### config.mk
export PLATFORM = sky130hd
export DESIGN_NAME = fwd_scoreboard
export DESIGN_NICKNAME = d
export VERILOG_FILES = /design/src/rtl/fwd_scoreboard.sv
export SDC_FILE = /design/constraint.sdc
export NUM_CORES = 1
export LEC_CHECK = 0
export CORE_ASPECT_RATIO = 1.1
export CORE_MARGIN = 2
export CORE_UTILIZATION = 46
export DETAILED_ROUTE_END_ITERATION = 8
export PLACE_DENSITY = 0.8
export SYNTH_ARGS = -nofsm -noshare
export SYNTH_HDL_FRONTEND = slang
export SYNTH_SLANG_ARGS = --single-unit
### constraint.sdc
create_clock -name clk -period 3.49 [get_ports clk]
set_clock_uncertainty 0.1 [all_clocks]
set_input_delay 0.5235 -clock clk [delete_from_list [all_inputs] [get_ports clk]]
set_output_delay 0.5235 -clock clk [all_outputs]
set_load 0.005 [all_outputs]
### src/rtl/fwd_scoreboard.sv
// fwd_scoreboard
//   Tracks the destination register and remaining result latency (Tnew) of
//   the instructions sitting in the stages after decode. For each source
//   operand of the decode instruction it picks a forwarding stage and raises
//   a stall when the youngest producer of that register cannot deliver in time.
//
//   Optional feature: define SCOREBOARD_MDU_EN to add a multiply/divide busy
//   counter (ports mdu_start, mdu_is_div, mdu_use; parameters MULT_CYC and
//   DIV_CYC) whose busy state also stalls MDU consumers.
//
//   Stage k (1..DEPTH) lives at packed index k-1 of every stage vector.
//   Bubbles carry zero addr/tnew so the exported stage buses read clean.

module fwd_scoreboard #(
  parameter int DEPTH    = 3,
  parameter int NSRC     = 2,
  parameter int AW       = 5,
  parameter int TW       = 2,
`ifdef SCOREBOARD_MDU_EN
  parameter int MULT_CYC = 5,
  parameter int DIV_CYC  = 10,
`endif
  localparam int SW      = $clog2(DEPTH + 1)
) (
  input  logic                clk,
  input  logic                reset,
  input  logic                issue_valid,
  input  logic [AW-1:0]       issue_addr,
  input  logic [TW-1:0]       issue_tnew,
  input  logic [NSRC*AW-1:0]  src_addr,
  input  logic [NSRC*TW-1:0]  src_tuse,
`ifdef SCOREBOARD_MDU_EN
  input  logic                mdu_start,
  input  logic                mdu_is_div,
  input  logic                mdu_use,
`endif
  output logic                stall,
  output logic [NSRC*SW-1:0]  fwd_sel,
  output logic [DEPTH*AW-1:0] stage_addr,
  output logic [DEPTH*TW-1:0] stage_tnew
);

  // Stage entries {valid, addr, tnew}.
  logic [DEPTH-1:0]          valid_q, valid_d;
  logic [DEPTH-1:0][AW-1:0]  addr_q,  addr_d;
  logic [DEPTH-1:0][TW-1:0]  tnew_q,  tnew_d;

  // Per-source match of the youngest producer.
  logic [NSRC-1:0]           hit_s;
  logic [NSRC-1:0][SW-1:0]   hit_stage_s;
  logic [NSRC-1:0][TW-1:0]   hit_tnew_s;

  // Per-source hazard and forwarding decision.
  logic [NSRC-1:0]           hazard_s;
  logic [NSRC-1:0][SW-1:0]   fwd_sel_s;

  logic                      mdu_stall_s;
  logic                      stall_s;
  logic                      load_s;

  // Scan stages oldest to youngest so the last hit written is the youngest one.
  always_comb begin
    hit_s       = {NSRC{1'b0}};
    hit_stage_s = {(NSRC*SW){1'b0}};
    hit_tnew_s  = {(NSRC*TW){1'b0}};
    for (int j = 0; j < NSRC; j++) begin
      for (int k = DEPTH - 1; k >= 0; k--) begin
        if ((src_addr[j*AW +: AW] != {AW{1'b0}}) && valid_q[k] &&
            (addr_q[k] == src_addr[j*AW +: AW])) begin
          hit_s[j]       = 1'b1;
          hit_stage_s[j] = SW'(k + 1);
          hit_tnew_s[j]  = tnew_q[k];
        end else begin
          hit_s[j]       = hit_s[j];
          hit_stage_s[j] = hit_stage_s[j];
          hit_tnew_s[j]  = hit_tnew_s[j];
        end
      end
    end
  end

  // A producer still computing blocks the source; a finished one is forwarded.
  // An older finished producer is never used when a younger one matched.
  always_comb begin
    hazard_s  = {NSRC{1'b0}};
    fwd_sel_s = {(NSRC*SW){1'b0}};
    for (int j = 0; j < NSRC; j++) begin
      if (hit_s[j]) begin
        hazard_s[j] = (hit_tnew_s[j] > src_tuse[j*TW +: TW]);
        if (hit_tnew_s[j] == {TW{1'b0}}) begin
          fwd_sel_s[j] = hit_stage_s[j];
        end else begin
          fwd_sel_s[j] = {SW{1'b0}};
        end
      end else begin
        hazard_s[j]  = 1'b0;
        fwd_sel_s[j] = {SW{1'b0}};
      end
    end
  end

`ifdef SCOREBOARD_MDU_EN
  localparam int MAX_CYC = (DIV_CYC > MULT_CYC) ? DIV_CYC : MULT_CYC;
  localparam int CW      = $clog2(MAX_CYC + 1);

  logic [CW-1:0] busy_q, busy_d;

  // A new MDU op (re)loads the latency; otherwise count down to idle.
  always_comb begin
    busy_d = busy_q;
    if (mdu_start) begin
      if (mdu_is_div) begin
        busy_d = CW'(DIV_CYC);
      end else begin
        busy_d = CW'(MULT_CYC);
      end
    end else if (busy_q != {CW{1'b0}}) begin
      busy_d = busy_q - CW'(1);
    end else begin
      busy_d = {CW{1'b0}};
    end
  end

  // Busy counter register; reset wins over a start in the same cycle.
  always_ff @(posedge clk) begin
    if (reset) begin
      busy_q <= {CW{1'b0}};
    end else begin
      busy_q <= busy_d;
    end
  end

  assign mdu_stall_s = mdu_use & ((busy_q != {CW{1'b0}}) | mdu_start);
`else
  assign mdu_stall_s = 1'b0;
`endif

  assign stall_s = (|hazard_s) | mdu_stall_s;
  assign load_s  = ~stall_s & issue_valid & (issue_addr != {AW{1'b0}});

  // Stage 1 takes the issuing instruction or a bubble; older stages shift
  // unconditionally with Tnew counting down to zero. Stage DEPTH falls off.
  always_comb begin
    valid_d = {DEPTH{1'b0}};
    addr_d  = {(DEPTH*AW){1'b0}};
    tnew_d  = {(DEPTH*TW){1'b0}};
    if (load_s) begin
      valid_d[0] = 1'b1;
      addr_d[0]  = issue_addr;
      tnew_d[0]  = issue_tnew;
    end else begin
      valid_d[0] = 1'b0;
      addr_d[0]  = {AW{1'b0}};
      tnew_d[0]  = {TW{1'b0}};
    end
    for (int k = 1; k < DEPTH; k++) begin
      valid_d[k] = valid_q[k-1];
      addr_d[k]  = addr_q[k-1];
      if (tnew_q[k-1] != {TW{1'b0}}) begin
        tnew_d[k] = tnew_q[k-1] - TW'(1);
      end else begin
        tnew_d[k] = {TW{1'b0}};
      end
    end
  end

  // Stage registers with synchronous clear.
  always_ff @(posedge clk) begin
    if (reset) begin
      valid_q <= {DEPTH{1'b0}};
      addr_q  <= {(DEPTH*AW){1'b0}};
      tnew_q  <= {(DEPTH*TW){1'b0}};
    end else begin
      valid_q <= valid_d;
      addr_q  <= addr_d;
      tnew_q  <= tnew_d;
    end
  end

  assign stall      = stall_s;
  assign fwd_sel    = fwd_sel_s;
  assign stage_addr = addr_q;
  assign stage_tnew = tnew_q;

  fwd_scoreboard_checker #(
    .DEPTH (DEPTH),
    .NSRC  (NSRC),
    .SW    (SW)
  ) u_checker (
    .clk         (clk),
    .reset       (reset),
    .stall       (stall_s),
    .stage_valid (valid_q),
    .fwd_sel     (fwd_sel_s),
    .hazard      (hazard_s)
  );

endmodule

// fwd_scoreboard_checker
//   Structural invariants of the scoreboard, kept apart from the datapath.
module fwd_scoreboard_checker #(
  parameter int DEPTH = 3,
  parameter int NSRC  = 2,
  parameter int SW    = 2
) (
  input logic                clk,
  input logic                reset,
  input logic                stall,
  input logic [DEPTH-1:0]    stage_valid,
  input logic [NSRC*SW-1:0]  fwd_sel,
  input logic [NSRC-1:0]     hazard
);

  // A stalled cycle always leaves a bubble in stage 1.
  a_stall_bubble: assert property (@(posedge clk) disable iff (reset)
    stall |=> !stage_valid[0]);

  // Reset empties every stage.
  a_reset_clear: assert property (@(posedge clk)
    reset |=> (stage_valid == {DEPTH{1'b0}}));

  for (genvar j = 0; j < NSRC; j++) begin : g_src
    // Only stages that exist can be selected.
    a_sel_range: assert property (@(posedge clk)
      fwd_sel[j*SW +: SW] <= SW'(DEPTH));
    // A forwarded source is by definition ready, so it cannot be hazarding.
    a_fwd_no_hazard: assert property (@(posedge clk)
      (fwd_sel[j*SW +: SW] != {SW{1'b0}}) |-> !hazard[j]);
  end

endmodule

==> flow_metrics.env <==
export IMPL_gr_usage_all_layers=0.265
export IMPL_fill_cells=226
export IMPL_worstMarginPinSlew_ps=695
export IMPL_antenna_cells=0
export IMPL_fin_tns_setup_ps=-89.8
export IMPL_cts_buffers=3
export IMPL_arrival_ps=2960
export IMPL_wire_per_inst_um=16.0
export IMPL_ys_ff_latch=24
export IMPL_drtIter0Drc=121
export IMPL_ys_seq_area_frac=0.318
export IMPL_worstSetupPathType="in2out"
export IMPL_synthArstFlopShare=0
export IMPL_dp_hpwl_um=3650
export IMPL_design_area_um2=2410
export IMPL_antenna_found_initial=0
export IMPL_synth_distinct_cells=39
export IMPL_power_frac_seq=0.532
export IMPL_grt_pass1_wl_um=7700
export IMPL_syn_area_per_cell_um2=8.83
export IMPL_min_period_over_period=1.03
export IMPL_hp_class="reg2reg"
export IMPL_peakVddDrop_uv=228
export IMPL_clk_pin_slew_ps=130
export IMPL_fmax_mhz=279
export IMPL_power_leakage_nw=1.05
export IMPL_die_area_um2=3760
export IMPL_setup_slack_ps=-89.8
export IMPL_critPathRequiredTime_ps=2870
export IMPL_cts_sinks=24
export IMPL_power_density_nw_per_um2=231
export IMPL_grt_overflow=0
export IMPL_slew_viol_final=0
export IMPL_synth_area_um2=1510
export IMPL_place_congestion=0.895
export IMPL_yosys_warnings=0
export IMPL_rsz0062_at_grt="true"
export IMPL_initial_core_util=0.487
export IMPL_finalNetCount=292
export IMPL_ff2ff_path_depth=14
export IMPL_drive_above_1_share=0.277
export IMPL_syn_nets=201
export IMPL_synthCells=171
export IMPL_post_synth_top_area_cell="dfxtp_1"
export IMPL_rows=21
export IMPL_synth_edf_count=0
export IMPL_ant_nets=0
export IMPL_p_sw_frac=0.274
export IMPL_drv_cap=0
export IMPL_dieHeight_um=64.1
export IMPL_power_switching_mw=0.153
export IMPL_finalSetupViolCount=1
export IMPL_fin_crit_ps=3580
export IMPL_cts_root_buf="clkbuf_4"
export IMPL_dr_pass1_iters=6
export IMPL_synthFlopType="dfxtp_1"
export IMPL_startpoint_type="input pin"
export IMPL_synth_top_area_frac=0.318
export IMPL_hold_path_depth=2
export IMPL_drt_wl_total_um=4700
export IMPL_io_pins=50
export IMPL_core_area_um2=3100
export IMPL_die_x_um=58.6
export IMPL_cts_tree="yes"
export IMPL_areaGrowthSynthToFinish_pct=59.6
export IMPL_routed_via_density=5.61
export IMPL_grt_max_degree=18
export IMPL_synthTopCellsByCount="dfxtp_1, nand2_1, xor2_1, nor2b_1, nor3_1"
export IMPL_crit_path_end_kind="output port"
export IMPL_insertion_delay_ps=310
export IMPL_pwr_share_clk=0.220
export IMPL_yosys_top_cells_area="dfxtp_1, xor2_1, xnor2_1"
export IMPL_drc=1
export IMPL_finalHoldViolations=0
export IMPL_relSlewSlack=0.535
export IMPL_grt_pass1_vias=1671
export IMPL_synth_most_common_cell="dfxtp_1"
export IMPL_violations="DRC, setup timing"
export IMPL_num_vias=1650
export IMPL_outcome="finished, violations left"
export IMPL_intPower_mw=0.404
export IMPL_cp_max_fo=3
export IMPL_dpl_instance_area_um2=2250
export IMPL_p_comb_frac=0.248
export IMPL_cts_htree_levels=1
export IMPL_port_buffers=49
export IMPL_cts_buffer_depth=2
-- power groups by stage --
| stage | Sequential [mW] | Combinational [mW] | Clock, mW |
|---|---|---|---|
| after detailed placement | 0.302 | 0.129 | 0 |
| after global routing | 0.297 | 0.149 | 0.135 |
| after floorplan | 0.299 | 0.0525 | 0 |
| after global placement | 0.302 | 0.125 | 0 |
| after CTS | 0.296 | 0.134 | 0.123 |
| final | 0.296 | 0.138 | 0.122 |
-- timing repair --
item,CTS,global route
gates resized for setup,41,10
setup buffers,5,5
hold buffers,0,0
pin swaps,15,12
endpoints found under the setup margin,5,4
gates cloned,0,0
-- state kept, by name, summed over array words and instances, names as in the netlist --
signal / cells
stage_addr: 15
stage_tnew: 6
valid_q: 3
-- cell type report --
class                           count  area (um^2)  area share
Sequential cell                    24          480       0.199
Tap cell                           34         42.5      0.0177
Clock buffer                        3         22.5     0.00935
Multi-Input combinational cell    137         1060       0.440
Inverter                            8         30.0      0.0125
Timing Repair Buffer               88          773       0.321
-- placed cells by master, fill, tap and decap left out, drive strengths merged --
| master | netlist | routed |
|---|---|---|
| a211oi | 1 | 1 |
| clkdlybuf4s15 | 0 | 1 |
| and3 | 1 | 1 |
| dfxtp | 24 | 24 |
| nor3 | 14 | 14 |
| o211ai | 4 | 4 |
| nand4 | 8 | 8 |
| nor4b | 2 | 2 |
| a31oi | 2 | 2 |
| nor4 | 4 | 4 |
| nor2b | 14 | 14 |
| o21ai | 5 | 5 |
| nand3 | 5 | 5 |
| nor2 | 3 | 3 |
| nor3b | 1 | 1 |
| nand2b | 2 | 2 |
| inv | 8 | 8 |
| or2 | 2 | 2 |
| buf | 1 | 44 |
| o211a | 1 | 1 |
| and2 | 4 | 4 |
| a21oi | 1 | 1 |
| clkbuf | 1 | 5 |
| xnor2 | 12 | 12 |
| dlymetal6s2s | 0 | 2 |
| clkdlybuf4s50 | 0 | 36 |
| dlygate4sd2 | 0 | 3 |
| o21a | 1 | 1 |
| xor2 | 18 | 18 |
| or4 | 2 | 2 |
| a222oi | 2 | 2 |
| nand2 | 20 | 20 |
| or3 | 2 | 2 |
| ha | 6 | 6 |
-- path summary, 6_finish.rpt --
check                            from                  endpoint  slack, ps
max reg2reg  stage_addr[0]$_SDFF_PP0_  stage_addr[3]$_SDFF_PP0_        550
min             valid_q[1]$_SDFF_PP0_     valid_q[2]$_SDFF_PP0_        390
max                       src_addr[1]                     stall        -90
min reg2reg     valid_q[1]$_SDFF_PP0_     valid_q[2]$_SDFF_PP0_        390
-- stage by stage --
step,utilization,hold WS (ps),power [mW],setup slack (ps),instances
after floorplan,-,338,0.352,163,171
after global placement,0.726,344,0.427,-693,281
after detailed placement,0.726,358,0.431,-789,281
after CTS,0.761,382,0.553,-77.7,289
after global routing,0.777,405,0.582,-197,294
final,0.777,392,0.556,-89.8,294
-- cell families after synthesis --
group / synth area share
buffers and inverters: 0.0257
AND/OR/NAND/NOR: 0.337
adder cells (fa/ha/maj): 0.0497
flip-flops: 0.318
AO/OA/AOI/OAI: 0.0953
XOR/XNOR: 0.174
-- worst max-delay path, stage by stage --
cell	delay, ps
buf_6	90
or4_4	550
or2_4	250
and3_4	190
buf_6	110
o211ai_1	210
nand2_1	140
ha_4	280
nand2_1	40
o21ai_1	70
buf_4	130
a31oi_4	30
or2_1	210
buf_2	120
-- per-layer routing --
| metal | vias to the layer above | share of wire | track usage |
|---|---|---|---|
| li1 | 788 | - | - |
| met1 | 794 | 0.41 | 0.336 |
| met2 | 58 | 0.53 | 0.471 |
| met3 | 10 | 0.049 | 0.0304 |
| met4 | 0 | 0.013 | 0.0625 |
| met5 | - | 0 | 0 |
(Power assumes the default switching activity.)
